$ cat src/rtl/hazard_stall_ctrl.sv
// hazard_stall_ctrl: pipeline stall controller for the five-stage MIPS core.
//
// Decides every cycle whether the D-stage instruction may advance. It compares
// operand use times (tuse) in D against result-ready times (tnew) of the E and
// M producers. It also tracks the multi-cycle mult/div unit with a busy counter.
//
// Optional feature macro: HAZARD_STALL_CTRL_MD_EN
//   defined   -> mult/div busy counter and mult/div stall present
//   undefined -> counter removed, md_busy/md_cnt tied to 0, md inputs ignored
//
// Parameters:
//   MULT_CYCLES  busy cycles after a mult/multu start (1..15)
//   DIV_CYCLES   busy cycles after a div/divu start   (1..15)
//
// Ports:
//   clk, reset             clock, synchronous active-high reset
//   d_rs, d_rt             D-stage source registers
//   d_rs_tuse, d_rt_tuse   cycles until operand consumed (3 = unused)
//   d_is_md                D instruction touches the mult/div unit
//   e_wa, m_wa             E/M destination register (0 = no write)
//   e_tnew, m_tnew         cycles until E/M result is forwardable
//   e_md_start, e_md_div   mult/div start pulse in E; 1 = div, 0 = mult
//   stall, flush_e         hold PC and F/D; bubble into D/E (combinational)
//   md_busy, md_cnt        mult/div busy flag and remaining busy cycles
module hazard_stall_ctrl #(
  parameter int unsigned MULT_CYCLES = 5,
  parameter int unsigned DIV_CYCLES  = 10
) (
  input  logic       clk,
  input  logic       reset,
  input  logic [4:0] d_rs,
  input  logic [4:0] d_rt,
  input  logic [1:0] d_rs_tuse,
  input  logic [1:0] d_rt_tuse,
  input  logic       d_is_md,
  input  logic [4:0] e_wa,
  input  logic [4:0] m_wa,
  input  logic [1:0] e_tnew,
  input  logic [1:0] m_tnew,
  input  logic       e_md_start,
  input  logic       e_md_div,
  output logic       stall,
  output logic       flush_e,
  output logic       md_busy,
  output logic [3:0] md_cnt
);

  logic stall_rs;
  logic stall_rt;
  logic stall_md;

  // E and M matches are independent; the OR decides with no priority.
  // An unused operand (tuse = 3) never stalls since tnew <= 2.
  always_comb begin
    stall_rs = (d_rs != 5'd0) &&
               (((d_rs == e_wa) && (d_rs_tuse < e_tnew)) ||
                ((d_rs == m_wa) && (d_rs_tuse < m_tnew)));
    stall_rt = (d_rt != 5'd0) &&
               (((d_rt == e_wa) && (d_rt_tuse < e_tnew)) ||
                ((d_rt == m_wa) && (d_rt_tuse < m_tnew)));
  end

`ifdef HAZARD_STALL_CTRL_MD_EN
  localparam logic [3:0] MultLoad = 4'(MULT_CYCLES);
  localparam logic [3:0] DivLoad  = 4'(DIV_CYCLES);

  logic [3:0] md_cnt_q;
  logic [3:0] md_cnt_d;

  // A start while the counter is running is ignored: no reload.
  always_comb begin
    md_cnt_d = md_cnt_q;
    if (e_md_start && (md_cnt_q == 4'd0)) begin
      md_cnt_d = e_md_div ? DivLoad : MultLoad;
    end else if (md_cnt_q != 4'd0) begin
      md_cnt_d = md_cnt_q - 4'd1;
    end
  end

  always_ff @(posedge clk) begin
    if (reset) begin
      md_cnt_q <= 4'd0;
    end else begin
      md_cnt_q <= md_cnt_d;
    end
  end

  assign md_cnt   = md_cnt_q;
  assign md_busy  = (md_cnt_q != 4'd0);
  // A start in E already blocks a D md instruction in the same cycle.
  assign stall_md = d_is_md & (e_md_start | md_busy);
`else
  logic unused_md;
  assign unused_md = ^{clk, reset, e_md_start, e_md_div, d_is_md,
                       4'(MULT_CYCLES), 4'(DIV_CYCLES)};

  assign md_cnt   = 4'd0;
  assign md_busy  = 1'b0;
  assign stall_md = 1'b0;
`endif

  assign stall   = stall_rs | stall_rt | stall_md;
  assign flush_e = stall;

endmodule

$ cat config.mk
export PLATFORM = sky130hd
export DESIGN_NAME = hazard_stall_ctrl
export DESIGN_NICKNAME = d
export VERILOG_FILES = /design/src/rtl/hazard_stall_ctrl.sv
export SDC_FILE = /design/constraint.sdc
export NUM_CORES = 1
export LEC_CHECK = 0
export ABC_AREA = 1
export CAP_MARGIN = 25
export CORE_MARGIN = 2
export CORE_UTILIZATION = 33
export DETAILED_ROUTE_END_ITERATION = 10
export PLACE_DENSITY = 0.88
export SLEW_MARGIN = 40
export SYNTH_ARGS = -nofsm -noshare
export SYNTH_HDL_FRONTEND = slang
export SYNTH_SLANG_ARGS = --single-unit
$ cat constraint.sdc
create_clock -name vclk -period 1.02
set_input_delay 0.102 -clock vclk [all_inputs]
set_output_delay 0.102 -clock vclk [all_outputs]
set_load 0.1 [all_outputs]
After elaboration in Yosys (flattened, before gate mapping)
Index checks and enable logic that the tools add are counted.
{ "word_totals": {"ff_bits": 0, "in_bits": 33, "out_inout_bits": 7} }
{ "classes": {"n_lt_le_gt_ge": 4, "eq_ne": 4, "n_bitwise": 1, "n_reduce_logical": 10} }
{ "op_table": {"columns": ["cell", "n"], "rows": [
  ["equality test 5 bit", 4],
  ["nonzero test 5 bit", 2],
  ["< comparator 2 bit", 4],
  ["logical AND 1 bit", 6],
  ["logical OR 1 bit", 2],
  ["bitwise OR 1 bit", 1]
]} }

Logic depth before layout (Yosys ltp)
Gate-level depths: netlist (run 1).
{ "logic_depth": {"ltp_word": 5, "mapped_depth": 11, "ltp_nobuf": 10} }

Least setup slack after synthesis (run 1)
No wires, ideal clock.
{ "synth_path": {"path_kind": "input-to-output", "start": "input port e_tnew[1]", "end": "output port stall", "arrival_ps": 1868, "slack_ps": -950, "stages": 9, "path_cell_list": "inv_1 > ha_1 > a21boi_0 > nor2_1 > nand3_2 > nand2_1 > nand2_1 > nand2_1 > buf_4"} }
{ "synth_via": {"elab_chain_len": 5, "word_cells_on_any_way": 9} }
{ "synth_rtl": {"columns": ["item", "line_no", "text"], "rows": [
  ["start, declared", "38", "input logic [1:0] e_tnew,"],
  ["< comparator 2 bit (on tied branches)", "56, 59", null],
  ["logical AND 1 bit (on tied branches)", "56, 59", null],
  ["logical OR 1 bit (on tied branches)", "56, 59", null],
  ["logical AND 1 bit (on tied branches)", "55, 58", null],
  ["bitwise OR 1 bit *", "102", "assign stall = stall_rs | stall_rt | stall_md;"],
  ["end, declared", "42", "output logic stall,"]
]} }
Mark *: on every way between the ends. The rest lies on a longest branch, timed or not.

Worst setup path in the final report (run 1)
{ "layout_path": {"start": "input port e_wa[3]", "end": "output port flush_e"} }
{ "layout_via": {"elab_chain_len": 5, "word_cells_on_any_way": 9} }
{ "layout_rtl": {"columns": ["item", "line_no", "text"], "rows": [
  ["start, declared", "36", "input logic [4:0] e_wa,"],
  ["equality test 5 bit (on tied branches)", "56, 59", null],
  ["logical AND 1 bit (on tied branches)", "56, 59", null],
  ["logical OR 1 bit (on tied branches)", "56, 59", null],
  ["logical AND 1 bit (on tied branches)", "55, 58", null],
  ["bitwise OR 1 bit *", "102", null],
  ["end, declared", "43", "output logic flush_e,"]
]} }
Marks and branches as above.

==> flow_summary.toml, run 1 <==
[timing]
fmax_mhz = 777.5
hold_viol = 0
period_share_pct = 126.1
setup_viol = 2
worst_hold_slack_ps = 802.0
drv_slew = 0
period_minus_slack_ps = 1286
fin_ws_ps = -266.1
rsz0062_at_grt = "yes"

[pwr]
p_clk_share_pct = 0
switching_power_mw = 0.3114
p_leak_nw = 0.5299
power_frac_seq_pct = 0
intPower_mw = 0.1926
peakVddDrop_v = 0.0003609
comb_power_share_pct = 100.0
swShare_pct = 61.79
power_density_nw_per_um2 = 530.6
totalPowerFinal_mw = 0.5039

[detailed_routing]
drt_pass1_iterations = 4
ant_nets = 0
drt-met1-wl_um = 639
drt_iter0_markers = 21
routedWlPerCell_um = 10.50
vias_per_cell = 4.807
top_layer = "met4"
wl_met3_um = 117
via_count = 774
wl_met2_um = 866
drcViolationCount = 0
routed_wl_um = 1690

[critical_path]
critPathArrivalTime_ps = 1180
path_class = "primary input to primary output"
slowest_stage = "dlygate4sd2_1"
worstPathRequired_ps = 920
cp_slowest_stage_delay_ps = 240
start_kind = "primary input"
cp-endpoint = "flush_e"
crit_path_start = "e_wa[3]"
crit_fanout = 4
path_cells = "dlygate4sd2_1 > inv_2 > o21ai_0 > nor2_1 > nand3_1 > nand2_1 > nand2_2 > nand2_8 > buf_12"
end_kind = "primary output"

[run_status]
violations = "setup timing"
status = "complete, but fails checks"

[global_route]
grt_use_total_pct = 17.82
grt_max_degree = 6
grt_overflow = 0
grt_pass1_vias = 722
grt_antenna_before_repair = 0
grt_first_pass_wirelength_um = 2732

[cells_and_area]
area_delta_synth_final_pct = 77.34
final_cell_count_no_fill = 161
clock_buffers = 0
diodes = 0
seq_cell_count = 0
seqCellArea_sq_um = 0
fin_nets = 184
layout-drive-gt1-share_pct = 40.00

[placement]
port_buffers = 30
gp_congestion = 0.8643
hpwl_um = 1400
dp.cells = 161

[worst_hold_path]
hp-class = "primary input to primary output"

[synthesis]
seq_area_frac_synth_pct = 0
yosysWarnings = 0
synth_top_area_share_pct = 30.14
synth_area_sq_um = 535.5
avgSynthCellArea_sq_um = 4.781
synth_cells = 112
synth_area_leader_cell = "nand2_1"
synth_area_leaders = "nand2_1 30%, inv_1 15%, ha_1 9.3%"
netlist-cell-type-count = 16

[floorplanning]
die_area_sq_um = 1961
die_w_um = 44.29
die_h_um = 44.29
start_util_pct = 35.55
core-area_sq_um = 1506
rows = 14
pin_count = 40

[flow_run]
cap_violations = 0
## power by group through the flow
| stage | clock [mW] | sequential, mW | combinational, mW |
|---|---|---|---|
| after global placement | 0 | 0 | 0.475 |
| final | 0 | 0 | 0.504 |
| after global routing | 0 | 0 | 0.544 |
| after CTS | 0 | 0 | 0.481 |
| after detailed placement | 0 | 0 | 0.486 |
| after floorplan | 0 | 0 | 0.301 |
## synthesized netlist by cell type
cell type	number
o21bai_1	1
nor3_1	2
o21ai_0	4
buf_4	6
a21oi_1	2
xnor2_1	2
conb_1	1
nand3_2	1
a21boi_0	1
inv_2	3
nand2_1	43
nor2_1	11
ha_1	4
inv_1	21
nand3_1	7
xor2_1	3
## metal layers
layer | up-vias | track usage, %
li1 | 391 | -
met1 | 329 | 21.71
met2 | 46 | 32.94
met3 | 8 | 1.224
met4 | 0 | 5.455
met5 | - | 0
## worst min-delay path by stage
stage	startpoint	end	slack, ps	cells past startpoint
after floorplan	d_rs[3]	flush_e	550	4
after global placement	d_rt[2]	flush_e	1230	6
after detailed placement	d_rt[2]	stall	1230	6
after CTS	d_rs[2]	stall	820	6
after global routing	d_rs[2]	flush_e	820	6
final	d_rs[2]	stall	800	6
## through the flow
step                TNS (ps)  setup slack, ps  utilization [%]  instance area [sq um]
global route          -655.9           -328.3            63.04                  949.7
detailed placement     -1750           -875.0            61.96                  933.4
floorplan             -299.3           -251.7                -                  613.1
global placement       -1615           -807.3            61.96                  933.4
CTS                   -543.4           -271.8            63.62                  958.4
finish                -532.0           -266.1            63.04                  949.7
## kinds of logic after synthesis
family                   synth area share [%]
XOR/XNOR                                8.179
other                                  0.7003
buffers and inverters                   25.23
AND/OR/NAND/NOR                         48.13
adder cells (fa/ha/maj)                 9.346
AO/OA/AOI/OAI                           8.412
## final cells by class
class / instances / area [sq um]
multi-input cells: 86 / 530.5
inverters: 24 / 107.6
fillers: 145 / 556.8
well taps: 16 / 20.02
repair buffers: 35 / 291.5
## worst max-delay path, delay by kind of cell
kind            cells  cell delay, ps
compound gates      1              80
simple gates        5             520
buf+inv             3             490
## repair_timing
item,in CTS,in global routing
pin swaps,22,19
endpoints found under the hold margin,0,0
resized for setup,71,41
endpoints found under the setup margin,2,2
setup buffers,0,0
hold buffers,0,0
## placed cells by master, fill, tap and decap left out, types with 3 or more instances in the layout
cell type / n
nand2_1: 37
inv_1: 14
clkbuf_2: 13
inv_2: 8
nand3_1: 7
nor2_1: 6
buf_4: 6
nor2_2: 5
conb_1: 5
nand2_2: 4
ha_4: 4
clkdlybuf4s15_1: 4
dlygate4sd2_1: 4
xor2_1: 3
buf_8: 3
Note: power is estimated with default switching activity, not from simulation.
==> run 2, diff against run 1 <==
CORE_UTILIZATION = 36   (was 33)
PLACE_DENSITY = 0.91   (was 0.88)
SLEW_MARGIN = unset   (was 40)
TNS_END_PERCENT = 50   (was unset)
clock period = 1.3 ns   (was 1.02 ns; I/O delays follow)
==> run 2 against run 1 <==
Compared with the run above: the flow still finishes with violations (setup timing); setup slack better by 220 ps; critical path depth stayed put; final cell count is 0.62% lower; first-iteration DRC count is 38% lower; via count is 3.1% lower; wire length is 1.1% lower; combinational power is 25% lower; total power is 25% lower; non-clock buffer count stayed put; flip-flop and latch count stayed put; global-route usage is 1.4 points higher; largest cell class unchanged; sequential share of layout area stayed put; critical path type unchanged.
==> flow_summary.toml, run 2 (synthesis results as in run 1) <==
[detailed_routing]
vias_per_cell = 4.688
drcViolationCount = 0
ant_nets = 0
via_count = 750
drt_pass1_iterations = 4
routedWlPerCell_um = 10.45
drt_iter0_markers = 13
routed_wl_um = 1672

[worst_hold_path]
hp-class = "primary input to primary output"
hold_path_end = "stall"
hp-start = "d_rt[2]"
hold_depth = 6

[floorplanning]
die_area_sq_um = 1812
die_w_um = 42.57
die_h_um = 42.57
rows = 13
start_util_pct = 39.67
core-area_sq_um = 1350
pin_count = 40

[critical_path]
crit_fanout = 2
end_kind = "primary output"
slowest_stage = "ha_4"
critPathArrivalTime_ps = 1210
start_kind = "primary input"
path_cells = "buf_8 > ha_4 > a21boi_2 > nor2_1 > nand3_2 > nand2_2 > nand2_4 > nand2_8 > buf_12"
worstPathRequired_ps = 1170
path_class = "primary input to primary output"
crit_path_start = "d_rs_tuse[1]"
cp_slowest_stage_delay_ps = 220

[pwr]
power_density_nw_per_um2 = 404.0
peakVddDrop_v = 0.0002362
totalPowerFinal_mw = 0.3791
p_leak_nw = 0.5422

[timing]
rsz0062_at_grt = "yes"
worst_hold_slack_ps = 872.1
hold_viol = 0
fmax_mhz = 744.7
fin_ws_ps = -42.77
period_minus_slack_ps = 1343
period_share_pct = 103.3
setup_viol = 2
drv_slew = 0

[cells_and_area]
postLayoutCoreUtil_pct = 69.51
final_cell_count_no_fill = 160
fin_nets = 184
seqCellArea_sq_um = 0
final_cell_mix = "39 x nand2_1, 17 x inv_1, 15 x dlygate4sd2_1"
layout-drive-gt1-share_pct = 27.59
layout_commonest_cell = "nand2_1"
area_delta_synth_final_pct = 75.23
seq_cell_count = 0
diodes = 0
clock_buffers = 0
n_fill_cell = 131

[flow_run]
cap_violations = 0

[placement]
gp_congestion = 0.8898
hpwl_um = 1439
dp.cells = 160
post-place-ws_ps = -630.0
port_buffers = 30

[global_route]
grt_overflow = 0
grt_pass1_vias = 753
grt_first_pass_wirelength_um = 2829
grt_antenna_before_repair = 0
grt_use_total_pct = 19.26
grt_max_degree = 6

[clock_tree]
ctsHoldBuffers = 0

[run_status]
status = "complete, but fails checks"
violations = "setup timing"
-- run 2: cell count changes in the layout (fill, tap and decap cells not counted), sizes merged --
cell | before | now
dlygate4sd2 | 4 | 15
clkbuf | 13 | 8
clkdlybuf4s15 | 5 | 1
buf | 13 | 11
-- run 2: cell type report --
cell class / count / area (sq um) / area share (%)
multi-input combinational: 86 / 500.5 / 53.33
inverter: 24 / 107.6 / 11.47
timing repair buffer: 35 / 311.5 / 33.20
tap: 15 / 18.77 / 2.000
-- run 2: through the flow --
| stage | instance area (sq um) | setup TNS (ps) |
|---|---|---|
| final | 938.4 | -85.22 |
| after floorplan | 613.1 | -27.74 |
| after detailed placement | 932.1 | -1260 |
| after CTS | 943.4 | -127.4 |
| after global placement | 932.1 | -1169 |
| after global routing | 938.4 | -209.9 |
-- run 2: critical path, delay by kind of cell --
| kind | cells | cell delay (ps) |
|---|---|---|
| buffers and inverters | 2 | 280 |
| AND/OR/NAND/NOR | 5 | 430 |
| adder cells (fa/ha/maj) | 1 | 220 |
| AO/OA/AOI/OAI | 1 | 150 |
-- run 2: how the worst max path moves through the flow --
stage | to | slack (ps) | depth (start not counted)
after floorplan | stall | -30 | 9
after global placement | flush_e | -580 | 10
after detailed placement | flush_e | -630 | 10
after CTS | flush_e | -60 | 9
after global routing | stall | -110 | 9
final | flush_e | -40 | 9
-- run 2: timing repair --
item                                    in CTS  in global routing
gates resized for setup                     57                 24
hold endpoints to repair                     0                  0
pin swaps                                   19                 16
endpoints found under the setup margin       2                  2
setup buffers                                0                  0
-- run 2: layer usage --
| metal | track usage, % | wire [um] |
|---|---|---|
| met2 | 39.08 | 828 |
| met4 | 5.625 | 46 |
| met5 | 0 | 0 |
| met3 | 1.293 | 148 |
| met1 | 20.51 | 648 |
-- run 2: where the power goes --
part	internal [mW]	switching (mW)
logic	0.145	0.234
clock network	0	0
registers	0	0
==> run 3, diff against run 2 <==
SETUP_SLACK_MARGIN = 0.2   (was unset)
==> results of run 3 <==
No change in the layout: final DEF, timing and power equal those of run 2.
